<file path="config.mk">
export PLATFORM = sky130hd
export DESIGN_NAME = fsm_input_arbiter
export DESIGN_NICKNAME = d
export VERILOG_FILES = /design/src/rtl/fsm_input_arbiter.sv
export SDC_FILE = /design/constraint.sdc
export NUM_CORES = 1
export LEC_CHECK = 0
export ABC_AREA = 1
export BUFFER_PORTS_ARGS = -buffer_cell sky130_fd_sc_hd__buf_4
export CAP_MARGIN = 25
export CORE_AREA = 3 3 40 42
export CTS_CLUSTER_SIZE = 10
export DETAILED_ROUTE_END_ITERATION = 7
export DIE_AREA = 0 0 43 45
export GPL_TIMING_DRIVEN = 0
export HOLD_SLACK_MARGIN = 0.06
export PLACE_DENSITY = 0.57
export SYNTH_ARGS = -nofsm -noshare
export SYNTH_HDL_FRONTEND = slang
export SYNTH_SLANG_ARGS = --single-unit
</file>
<file path="constraint.sdc">
create_clock -name clk -period 1.54 [get_ports clk]
set_input_delay 0.077 -clock clk [delete_from_list [all_inputs] [get_ports clk]]
set_output_delay 0.077 -clock clk [all_outputs]
set_load 0.02 [all_outputs]
</file>
<file path="src/rtl/fsm_input_arbiter.sv">
// fsm_input_arbiter: two-requester arbiter for a shared 2-input FSM.
// Grants alternate fairly and a hold counter caps a turn at MAX_HOLD cycles
// while the other side waits.
// Build option: define ARB_FLUSH_EN to insert a one-cycle FLUSH (fsm_rst pulse)
// on every ownership change. When it is undefined, grants follow directly.
module fsm_input_arbiter #(
  parameter int unsigned MAX_HOLD = 4
) (
  input  logic clk,
  input  logic reset,
  input  logic req0,
  input  logic req1,
  input  logic a0,
  input  logic b0,
  input  logic a1,
  input  logic b1,
  input  logic fsm_y0,
  input  logic fsm_y1,
  output logic fsm_a,
  output logic fsm_b,
  output logic fsm_rst,
  output logic gnt0,
  output logic gnt1,
  output logic rsp_y0,
  output logic rsp_y1,
  output logic rsp_vld0,
  output logic rsp_vld1,
  output logic busy
);

  if (MAX_HOLD < 1 || MAX_HOLD > 7) begin : g_bad_hold
    $error("fsm_input_arbiter: MAX_HOLD must be within 1..7");
  end

  localparam logic [2:0] HOLD_MAX = 3'(MAX_HOLD - 1);

  typedef enum logic [1:0] {IDLE, FLUSH, GRANT0, GRANT1} state_t;

  state_t     state_q, state_d;
  logic       owner_q, owner_d;
  logic       last_q, last_d;
  logic [2:0] hold_q, hold_d;

  // The current owner's view of the request lines while in a grant state.
  logic cur, my_req, oth_req;
  assign cur     = (state_q == GRANT1);
  assign my_req  = cur ? req1 : req0;
  assign oth_req = cur ? req0 : req1;

  // Ownership hand-off request raised by the next-state logic.
  logic take, take_owner;

  // State, owner, last owner and hold counter registers.
  always_ff @(posedge clk) begin
    if (reset) begin
      state_q <= IDLE;
      owner_q <= 1'b0;
      last_q  <= 1'b1;
      hold_q  <= 3'd0;
    end else begin
      state_q <= state_d;
      owner_q <= owner_d;
      last_q  <= last_d;
      hold_q  <= hold_d;
    end
  end

  // Next-state logic: pick a new owner, rotate on hold expiry, release on drop.
  always_comb begin
    state_d    = state_q;
    owner_d    = owner_q;
    last_d     = last_q;
    hold_d     = hold_q;
    take       = 1'b0;
    take_owner = owner_q;
    case (state_q)
      IDLE: begin
        if (req0 || req1) begin
          take       = 1'b1;
          // A tie goes to whoever did not own the FSM last.
          take_owner = (req0 && req1) ? ~last_q : req1;
        end
      end
`ifdef ARB_FLUSH_EN
      FLUSH: begin
        state_d = owner_q ? GRANT1 : GRANT0;
        hold_d  = 3'd0;
      end
`endif
      GRANT0, GRANT1: begin
        if (hold_q != HOLD_MAX) hold_d = hold_q + 3'd1;
        if (!my_req) begin
          last_d = cur;
          if (oth_req) begin
            take       = 1'b1;
            take_owner = ~cur;
          end else begin
            state_d = IDLE;
          end
        end else if (oth_req && hold_q == HOLD_MAX) begin
          last_d     = cur;
          take       = 1'b1;
          take_owner = ~cur;
        end
      end
      default: state_d = IDLE;
    endcase
    if (take) begin
      owner_d = take_owner;
`ifdef ARB_FLUSH_EN
      state_d = FLUSH;
`else
      state_d = take_owner ? GRANT1 : GRANT0;
      hold_d  = 3'd0;
`endif
    end
  end

  // Outputs are gated by reset so an asserted reset silences the bus at once.
  always_comb begin
    gnt0    = !reset && (state_q == GRANT0);
    gnt1    = !reset && (state_q == GRANT1);
    busy    = !reset && (state_q != IDLE);
`ifdef ARB_FLUSH_EN
    fsm_rst = !reset && (state_q == FLUSH);
`else
    fsm_rst = 1'b0;
`endif
    fsm_a    = 1'b0;
    fsm_b    = 1'b0;
    if (gnt0) begin
      fsm_a = a0;
      fsm_b = b0;
    end else if (gnt1) begin
      fsm_a = a1;
      fsm_b = b1;
    end
    rsp_vld0 = gnt0;
    rsp_vld1 = gnt1;
    rsp_y0   = fsm_y0;
    rsp_y1   = fsm_y1;
  end

endmodule
</file>
Yosys cells after proc, flatten, opt, wreduce, memory -nomap -nowiden:

Index checks and enable logic that the tools add are counted.
Widths: inputs -> output; s select.

* $add $sub $neg: 1
* equal/unequal tests: 8
* bitwise operators: 2
* muxes and demuxes: 24
* reductions and logical operators: 14

Operator list (number)
* $mux 1: 18
* $mux 2: 3
* $ne 3x3->1 const B: 2
* $logic_and 1x1->1: 5
* $eq 2x2->1 const B: 2
* $pmux 1 s2: 2
* $pmux 2 s2: 1
* $reduce_and 2->1: 2
* $reduce_or 2->1: 2
* $add 3x1->3 const B: 1
* $eq 3x2->1 const B: 1
* $ne 3x2->1 const B: 1
* $reduce_and 3->1: 1
* $logic_not 2->1: 1
* $ne 2x1->1 const B: 1
* $ne 2x2->1 const B: 1
* $not 1->1: 2
* $reduce_bool 2->1: 1
* $logic_not 1->1: 1
* $logic_or 1x1->1: 1

* word-level logic and storage cells: 53
* input port bits: 10
* output and inout port bits: 10
* register bits: 7

Longest topological paths before layout:

* depth after elaboration: 8
* gate-level depth with buffers: 8
* gate-level depth less buffers: 8

Worst setup path before layout:

Ideal clock, no wire load.

* path kind: register -> register
* from: reg hold_q[0]
* to: reg state_q[0]
* slack: 0.336 ns
* stages on the path, launching flop included: 9
* setup time: 0.121 ns
* data required time: 1.419 ns
* arrival time: 1.083 ns
* period minus slack after synthesis: 1.204 ns
* buffers on the path: 0
* cells stage by stage: dfxtp_1 > ha_1 > ha_1 > inv_1 > nand2_1 > o21ai_0 > nand2_1 > nand4_1 > o31ai_1

* longest elaborated chain between the ends: 7
* elaborated cells between the ends (all ways): 14
* those cells by class: eq/ne (4); mux (8); reduce/logical (2)

Ends and longest elaborated chain
* start: declaration: RTL line 42 `logic [2:0] hold_q, hold_d;`
* start signal: assignment: RTL line 64 `hold_q <= hold_d;`
* $eq 3x2->1 *: RTL line 100 `end else if (oth_req && hold_q == HOLD_MAX) begin`
* $logic_and 1x1->1 *: RTL line 100
* $mux 1: RTL line 100
* $mux 1: RTL line 92 `if (!my_req) begin`
* $pmux 1 s2: RTL line 76 `case (state_q)`
* $ne 3x3->1 (no line), or another cell as far along
* $reduce_and 3->1 (no line) or $mux 2 (tied branches)
* end signal: assignment: RTL line 61 `state_q <= state_d;`
* end: declaration: RTL line 39 `state_t state_q, state_d;`

Mark *: on every way between the ends. The rest lies on a longest branch, timed or not.
A chain may end at the register's enable or synchronous reset.

Worst setup path after layout:

* from: reg state_q[0]
* to: out fsm_b

* longest elaborated chain between the ends: 4
* elaborated cells between the ends (all ways): 6
* those cells by class: eq/ne (2); mux (2); reduce/logical (2)

Ends and longest elaborated chain
* $eq 2x2->1: RTL line 122 `gnt1 = !reset && (state_q == GRANT1);`
* $logic_and 1x1->1: RTL line 122
* $mux 1: RTL line 134 `end else if (gnt1) begin`
* $mux 1 *: RTL line 131 `if (gnt0) begin`
* end: declaration: RTL line 20 `output logic fsm_b,`

Marks and branches as above.

==> impl_metrics.env <==
export IMPL_routed_wl_um=948
export IMPL_fin_crit_sh_pct=88.47
export IMPL_n_antenna_cell=0
export IMPL_wl_per_cell_um=10.30
export IMPL_fin_setup_tns_ps=0
export IMPL_place_ws_ps=197.5
export IMPL_numCtsBuffers=3
export IMPL_maxCapViolCount=0
export IMPL_drt_pass1_iter_count=2
export IMPL_max_freq_mhz=734.0
export IMPL_dp_cells=89
export IMPL_yosysWarnings=0
export IMPL_worstSetupStartpointType="flip-flop"
export IMPL_hold_path_class="in -> reg"
export IMPL_period_needed_ps=1362
export IMPL_endpoint="fsm_b"
export IMPL_clock_sinks=6
export IMPL_async_reset_ff_share_pct=0
export IMPL_r2r_end="state_q[0]$_SDFFE_PP0P_"
export IMPL_nNetsFinal=91
export IMPL_viasPerCell=4.533
export IMPL_stdcell_area_um2=600.6
export IMPL_holdCritStartpoint="req0"
export IMPL_placed_area_um2=578.1
export IMPL_finalHoldViolCount=0
export IMPL_finClkSkew_ps=6.813
export IMPL_irDropWorstVdd_v=0.0004836
export IMPL_syn_inst=58
export IMPL_worstSetupPathType="reg -> out"
export IMPL_syn_num_nets=70
export IMPL_setup_ws_ps=177.5
export IMPL_dieArea_um2=1935
export IMPL_synth_seq_cells=6
export IMPL_whs_ps=113.7
export IMPL_gp_congestion=0.6961
export IMPL_syn_to_final_growth_pct=36.75
export IMPL_fillCellCount=144
export IMPL_outcome="finished, final reports clean"
export IMPL_netlist_area_leader_share_pct=27.35
export IMPL_gr_total_overflow=0
export IMPL_regArea_um2=120.1
export IMPL_cp_startpoint="state_q[0]$_SDFFE_PP0P_"
export IMPL_antenna_found_initial=0
export IMPL_final_core_util_pct=46.74
export IMPL_layout_drive_gt1_share_pct=41.56
export IMPL_ios=20
export IMPL_num_rows=13
export IMPL_power_mw=0.4416
export IMPL_synth_cell_types=22
export IMPL_worstRegToRegCells=8
export IMPL_cts_max_path_buffers=2
export IMPL_instances_no_fill=92
export IMPL_cts_hold_buffers=0
export IMPL_place_hpwl_um=800
export IMPL_grt_max_degree=10
export IMPL_die_w_um=43
export IMPL_multi_input_area_um2=232.7
export IMPL_post_cts_resized=0
export IMPL_avgSynthCellArea_um2=7.572
export IMPL_path_clk_slew_ps=50
export IMPL_synth_area_top_cells="dfxtp_1 27%, buf_4 8.5%, inv_1 8.5%"
export IMPL_cp_required_ps=1460
export IMPL_grt_usage_pct=11.93
export IMPL_netlist_area_um2=439.2
export IMPL_netlist_top_cells_count="10 x inv_1, 8 x nand2_1, 6 x dfxtp_1"
export IMPL_post_cts_setup_buffers=0
export IMPL_drc=0
export IMPL_ant_nets=0
export IMPL_cts_tree="built"
export IMPL_core_um2=1285
export IMPL_root_buffer="clkbuf_4"
export IMPL_synth_edff_count=0
export IMPL_end_kind="primary output"
export IMPL_rsz0062_at_grt="false"
export IMPL_start_util_pct=34.18
export IMPL_grt_pass1_wl_um=1697
export IMPL_ctsHtreeMaxLevel=1
export IMPL_power_density_nw_per_um2=735.3
export IMPL_power_leakage_nw=0.3364
export IMPL_r2r_setup_slack_ps=200
export IMPL_critPathMaxFanout=4
export IMPL_reg2reg_from="hold_q[0]$_SDFFE_PP0P_"
export IMPL_chipHeight_um=45
export IMPL_drv_slew=0
export IMPL_initialDrtViolationCount=2
export IMPL_setup_viol=0
export IMPL_num_vias=417
export IMPL_io_buffers=16
export IMPL_cp_data_arrival_time_ps=1290
export IMPL_yosys_most_used_dff="dfxtp_1"
export IMPL_synth_area_leader_cell="dfxtp_1"
export IMPL_synth_most_common_cell="inv_1"
export IMPL_insertion_delay_ps=250
export IMPL_ys_seq_area_share_pct=27.35
export IMPL_grt_pass1_vias=378
-- how the worst min path moves through the flow --
stage	end	slack [ps]	cells after the start
6_report	state_q[1]$_SDFFE_PP0P_	110	3
5_1_grt	state_q[1]$_SDFFE_PP0P_	110	3
4_1_cts	state_q[1]$_SDFFE_PP0P_	110	3
3_5_place_dp	rsp_y1	350	2
3_3_place_gp	rsp_y1	350	2
2_1_floorplan	busy	190	1
-- flip-flops by register name, indices dropped and copies added, names as in the netlist --
signal / flops
hold_q: 3
last_q: 1
state_q: 2
-- cells in the final DEF (no fill, tap or decap) --
cell / count
nand4_1: 1
dfxtp_1: 6
nand3_2: 1
nand2_4: 2
a21boi_2: 1
ha_1: 2
nor2_1: 3
xor2_1: 1
nor2_4: 1
a22o_1: 2
buf_4: 21
nand2_2: 2
buf_6: 1
conb_1: 1
nand2_1: 8
o31ai_1: 1
o21ai_0: 3
a21oi_1: 1
a21boi_1: 1
inv_1: 10
o211ai_1: 1
nand3_1: 4
clkbuf_4: 3
-- power by group --
part | leakage, nW | internal (mW) | total, mW | switching (mW)
Sequential | 0.0492 | 0.165 | 0.171 | 0.00645
Clock | 0.0138 | 0.0883 | 0.147 | 0.0587
Combinational | 0.273 | 0.0575 | 0.124 | 0.0661
-- cell type report --
type | count | share of cell area (%)
buffer | 6 | 8.125
clock buffer | 3 | 3.750
inverter | 10 | 6.250
multi-input combinational | 36 | 38.75
sequential | 6 | 20.00
tap | 15 | 3.125
timing repair buffer | 16 | 20.00
-- kinds of logic (layout without fill, tap and decap cells) --
kind of cell               Yosys count  count (layout)  share of synthesized area [%]
xor gates and xnor gates             1               1                          1.995
DFF                                  6               6                          27.35
AOI/OAI and AO/OA                   10              10                          16.24
buffers and inverters               16              35                          19.66
other                                1               1                         0.8539
and+or+nand+nor                     22              22                          28.21
adders and majority gates            2               2                          5.697
-- worst max-delay path, cell delays in order, from the launching register on --
cell and delay (ps):
dfxtp_1 420, inv_1 100, nand3_1 80, inv_1 70, a22o_1 210, buf_4 150
-- metal layers --
| layer | routed length [um] | track usage, % | vias up |
|---|---|---|---|
| li1 | - | - | 220 |
| met1 | 394 | 14.77 | 176 |
| met2 | 428 | 17.96 | 19 |
| met3 | 118 | 7.570 | 2 |
| met4 | 6 | 1.807 | 0 |
| met5 | 0 | 0 | - |
Power figures use the tool's default switching activity.
